`config.mk`:
```
export PLATFORM = sky130hd
export DESIGN_NAME = sync_fifo_mem
export DESIGN_NICKNAME = d
export VERILOG_FILES = /design/src/rtl/sync_fifo_mem.sv
export SDC_FILE = /design/constraint.sdc
export NUM_CORES = 2
export LEC_CHECK = 0
export ABC_AREA = 1
export CAP_MARGIN = 20
export CORE_AREA = 2 2 576 578
export CTS_BUF_LIST = sky130_fd_sc_hd__clkbuf_8
export DETAILED_ROUTE_END_ITERATION = 10
export DIE_AREA = 0 0 578 580
export PLACE_DENSITY_LB_ADDON = 0.08
export SLEW_MARGIN = 20
export SYNTH_ARGS = -nofsm -noshare
export SYNTH_HDL_FRONTEND = slang
export SYNTH_SLANG_ARGS = --single-unit
```
`constraint.sdc`:
```
create_clock -name clk -period 4.72 [get_ports clk]
set_clock_uncertainty 0.1 [all_clocks]
set_input_delay 0.472 -clock clk [delete_from_list [all_inputs] [get_ports clk]]
set_output_delay 0.472 -clock clk [all_outputs]
set_load 0.01 [all_outputs]
```
`src/rtl/sync_fifo_mem.sv`:
```
// Single-clock FIFO over a simple memory array with occupancy count, almost
// thresholds, sticky error flags and a selectable registered or show-ahead read port.
module sync_fifo_mem #(
   parameter int D_Size   = 8,
   parameter int A_Size   = 9,
   parameter int AF_Level = (1 << A_Size) - 4,
   parameter int AE_Level = 4,
   parameter int OUT_REG  = 1
) (
   input  logic              clk,
   input  logic              rst,
   input  logic              w_inc,
   input  logic [D_Size-1:0] wdata,
   input  logic              r_inc,
   output logic [D_Size-1:0] rdata,
   output logic              rvalid,
   output logic              wfull,
   output logic              rempty,
   output logic              almost_full,
   output logic              almost_empty,
   output logic [A_Size:0]   count,
   output logic              overflow,
   output logic              underflow
);

   localparam int Depth = 1 << A_Size;

   typedef logic [A_Size:0] ptr_t;

   localparam ptr_t AfLvl = ptr_t'(AF_Level);
   localparam ptr_t AeLvl = ptr_t'(AE_Level);

   // Thresholds must fit the depth and leave almost_empty strictly below almost_full.
   if (AF_Level > Depth || AE_Level >= AF_Level) begin : g_param_check
      $error("sync_fifo_mem: illegal AF_Level/AE_Level for this A_Size");
   end

   logic [D_Size-1:0] mem_q [Depth];

   ptr_t wptr_q, wptr_d;
   ptr_t rptr_q, rptr_d;
   logic ovf_q, ovf_d;
   logic udf_q, udf_d;

   logic              wr_en;
   logic              rd_en;
   logic [A_Size-1:0] waddr;
   logic [A_Size-1:0] raddr;

   assign waddr = wptr_q[A_Size-1:0];
   assign raddr = rptr_q[A_Size-1:0];

   // Status decoded from the registered pointers only.
   always_comb begin
      rempty       = (wptr_q == rptr_q);
      wfull        = (wptr_q[A_Size] != rptr_q[A_Size]) &&
                     (wptr_q[A_Size-1:0] == rptr_q[A_Size-1:0]);
      count        = wptr_q - rptr_q;
      almost_full  = (count >= AfLvl);
      almost_empty = (count <= AeLvl);
      overflow     = ovf_q;
      underflow    = udf_q;
   end

   // Accept decisions and pointer/flag next state. A request that is refused
   // only because the opposite side acts in the same cycle (write at full with
   // a read, read at empty with a write) is not an error.
   always_comb begin
      wr_en  = w_inc && !wfull;
      rd_en  = r_inc && !rempty;
      wptr_d = wptr_q;
      rptr_d = rptr_q;
      ovf_d  = ovf_q;
      udf_d  = udf_q;
      if (wr_en) wptr_d = wptr_q + ptr_t'(1);
      if (rd_en) rptr_d = rptr_q + ptr_t'(1);
      if (w_inc && wfull && !r_inc)  ovf_d = 1'b1;
      if (r_inc && rempty && !w_inc) udf_d = 1'b1;
   end

   // Pointer and sticky flag registers.
   always_ff @(posedge clk or posedge rst) begin
      if (rst) begin
         wptr_q <= '0;
         rptr_q <= '0;
         ovf_q  <= 1'b0;
         udf_q  <= 1'b0;
      end else begin
         wptr_q <= wptr_d;
         rptr_q <= rptr_d;
         ovf_q  <= ovf_d;
         udf_q  <= udf_d;
      end
   end

   // Storage array; deliberately not reset, contents are discarded via the pointers.
   always_ff @(posedge clk) begin
      if (wr_en) mem_q[waddr] <= wdata;
   end

   if (OUT_REG != 0) begin : g_out_reg
      logic [D_Size-1:0] rdata_q, rdata_d;
      logic              rvalid_q, rvalid_d;

      // Capture the head word on each accepted read, otherwise hold.
      always_comb begin
         rdata_d  = rdata_q;
         rvalid_d = rd_en;
         if (rd_en) rdata_d = mem_q[raddr];
      end

      // Registered read data and one-cycle valid pulse.
      always_ff @(posedge clk or posedge rst) begin
         if (rst) begin
            rdata_q  <= '0;
            rvalid_q <= 1'b0;
         end else begin
            rdata_q  <= rdata_d;
            rvalid_q <= rvalid_d;
         end
      end

      assign rdata  = rdata_q;
      assign rvalid = rvalid_q;
   end else begin : g_out_comb
      // Show-ahead: head word is visible whenever the FIFO is not empty.
      assign rdata  = mem_q[raddr];
      assign rvalid = !rempty;
   end

endmodule
```
==> impl_results.md <==
* Status: complete, no violations
* Most used cell, CP: a21oi_1
* Xor/xnor cell area share of the yosys netlist at less than 1%
* Post-synthesis instance area at approximately 170000 um^2
* Hold WC Path Type: in2async
* Worst-path cell chain: ha_1 > nand2_1 > nor3_1 > a21oi_1 > o21ai_2 > a21oi_1 > o21bai_1 > xor2_2 > buf_4 > clkdlybuf4s50_1
* Netlist cell types at 40
* Mean Syn Cell Area at about 11 um^2
* Routability cong. at slightly above 0.9
* Core box area at 329000 um^2
* Yosys top cell by area: edfxtp_1
* Post-synth top area share at between 70 and 80%
* RSZ-0062 raised after global routing: false
* Inst Count DP at 18777
* Remaining DRCs at 0
* Syn Nets at between 10000 and 15000
* Setup TNS at 0 ns
* Post-synthesis sequential area ratio at 72.5%
* # IOs at 37
* Critical Path End Type: primary output
* Worst-Skew Late Latency at ~1.2 ns
* Layout cells sized above 1 at approximately 7.8%
* Top cells by area, synth: edfxtp_1 72%, nor2_1 6.9%, nand2_1 6.4%, o21ai_0 4.1%, nand3_1 2.6%
* Adder and majority cell fraction of the synthesized area at 0.114%
* Via density per instance at 5.71
* Crit path largest cell delay at roughly 0.54 ns
* Routed WL per cell at ~25 um
* Core Util, Final at 57.2%
* CP Launch Point: wptr_q[2]
* First-pass GRT wire length at 726 mm
* Crit-path leading delay family: buffers and inverters
* Final slew viol count at 0
* Die Ht at just under 600 um
* Starting Density at about 52%
* Root Buffer: clkbuf_8
* Slowest cell on crit path: clkdlybuf4s50_1
* Final antenna-violating net count at 0
* Clock slew at reported path FFs at 0.06 ns
* Worst-path fanout max at 10
* Syn-to-layout area delta at 10.3%
* Number of synthesized flops with an enable pin at between 4000 and 5000
* Die width at around 580 um
* Top FF cell, synth: edfxtp_1
* Crit path kind: reg2out
* Post-DP HPWL at around 290 mm
* Synth Area in Simple Gates at 16.1%
* Grt total ovfl at 0
* Critical path arrival at ~4 ns
* Die footprint at 335000 um^2
* Total wire length at between 400 and 500 mm
* Vias in the first global route at around 110k
* Synth Area in Compound Gates at between 6 and 7%
* FF+latch count, synth at 4127
* Placed inst area at 176000 um^2
* Critical R2R Launch: rptr_q[0]
* H-Tree Depth at 6
* Max VDD drop at between 0.6 and 0.7 mV
* Fin cells at 19984
* Cts bufs inserted at 665
* Post-layout nets at 15120
* Drt pass-1 iters at 8
* Mux share of post-synthesis cell area at less than 1%
* CP required at roughly 4.2 ns
* Initial antenna violation count at 15
* Largest net degree at the start of global routing at between 200 and 250
* Buf/Inv on CP at 2
* Fin crit period at around 4.5 ns
* Worst slew pin tran at roughly 1.2 ns
* Lkg Pwr at approximately 67 nW
* Bufs on Longest Clock Path at 4
* Largest family of logic cells by synthesized area: simple AND/OR/NAND/NOR gates
* Final Setup Violations at 0
* Cell count after synthesis at roughly 15000
* Commonest non-fill, non-tap cell in the layout: edfxtp_1
* Final Cell Area at between 150000 and 200000 um^2
* Ys async rst share at less than 1%
* Slew margin rel. at 20.8%
* Final Hold Viols at 0
* Num rows at between 200 and 250
* Total power at roughly 110 mW
* Iteration-0 DRC Markers at around 14000
* Via count at roughly 110k
* Critical Path Start Type: flop
* All-Layer GR Usage at 29.2%
* MaxCap Viol Count at 0
* Synth warn at 0
* Most frequent cells in the layout: 4096 x edfxtp_1, 3138 x nor2_1, 2913 x nand2_1
* Port Buf Inserts at 36
* F_max at between 200 and 250 MHz
* Final period utilization at around 96%
* Clk sinks at 4127
* Fillers at 27413
* CTS tree: built
* Pwr/cell area at 585 nW/um^2
==> cell families (layout without fill, tap and decap cells) <==
group | count (synthesis) | count (layout)
other cells | 0 | 22
mux | 18 | 18
xor+xnor | 25 | 25
buf+inv | 1634 | 2268
fa+ha+maj | 15 | 15
compound gates | 2146 | 2146
simple gates | 6997 | 6997
flops | 4127 | 4127
==> registers in the layout, summed over array words and instances, names as in the netlist <==
name and count:
overflow 1, underflow 1, rptr_q 10, mem_q 4096, rdata 8, wptr_q 10, rvalid 1
==> cell usage after synthesis, types with 8 or more instances <==
| library cell | number |
|---|---|
| nand3_1 | 889 |
| xor2_1 | 24 |
| nor3_1 | 14 |
| buf_2 | 331 |
| clkinv_1 | 10 |
| o21ai_0 | 1407 |
| o21ai_1 | 175 |
| inv_2 | 8 |
| nand4_1 | 17 |
| mux2i_1 | 18 |
| o211ai_1 | 276 |
| dfrtp_1 | 31 |
| buf_1 | 117 |
| buf_4 | 98 |
| a22oi_1 | 27 |
| a21oi_1 | 195 |
| ha_1 | 14 |
| clkbuf_1 | 360 |
| nand2_1 | 2914 |
| edfxtp_1 | 4096 |
| or2_2 | 18 |
| o22ai_1 | 59 |
| inv_1 | 673 |
| nor2_1 | 3139 |
| buf_6 | 34 |
==> power by group <==
part           internal, mW  switching [mW]  leakage (nW)
sequential             40.6           0.243          37.2
combinational          10.8            30.1          23.3
clock                  14.1            14.2          6.81
==> final timing paths <==
path / to / slack (ns) / depth (start not counted)
worst max-delay path: count[9] / 0.21 / 10
min in group clk: mem_q[81][6] / 0.25 / 2
max in group asynchronous: rptr_q[4] / 3.91 / 4
worst max register to register: rdata[4] / 0.47 / 17
worst min register to register: overflow / 0.37 / 1
worst min-delay path: rvalid / 0.16 / 4
==> what timing repair did <==
item                                    CTS  global route
pin swaps                                 2             0
endpoints found under the hold margin  1381             0
cloned                                    0             0
gates resized for setup                  10             1
buffers inserted                          3             0
setup endpoints to repair                 5             1
hold buffers                             12             0
==> routing by layer <==
metal  GRT usage [%]  part of all wire, %  vias up
met5               0                0.012        -
li1                -                    -    51828
met2            46.3                   47     5106
met3            5.18                  8.7      840
met1            40.7                   41    56237
met4            10.1                  3.4       10
==> cell type report <==
class                           instances  area (um^2)  area share, %
Inverter                              692         2660           1.41
Tap cell                             4366         5460           2.90
Clock inverter                        493         2580           1.37
Multi-Input combinational cell       9201        39800           21.1
Antenna cell                           22         55.1         0.0293
Clock buffer                          677         9320           4.95
Sequential cell                      4127       124000           65.8
Timing Repair Buffer                  406         4530           2.41
==> tightest hold or removal path, cell delays in order <==
cell and delay, ns:
dlygate4sd3_1 0.53, clkdlybuf4s50_1 0.44, clkinv_1 0.05, buf_4 0.40
==> per-stage QoR <==
stage | setup slack [ns] | hold WS, ns
after global routing | 0.0195 | 0.161
final | 0.206 | 0.162
after CTS | 0.0742 | 0.0736
after floorplan | 1.12 | 0.360
after global placement | 0.704 | 0.353
after detailed placement | 0.669 | 0.359
Note: power is estimated with default switching activity, not from simulation.
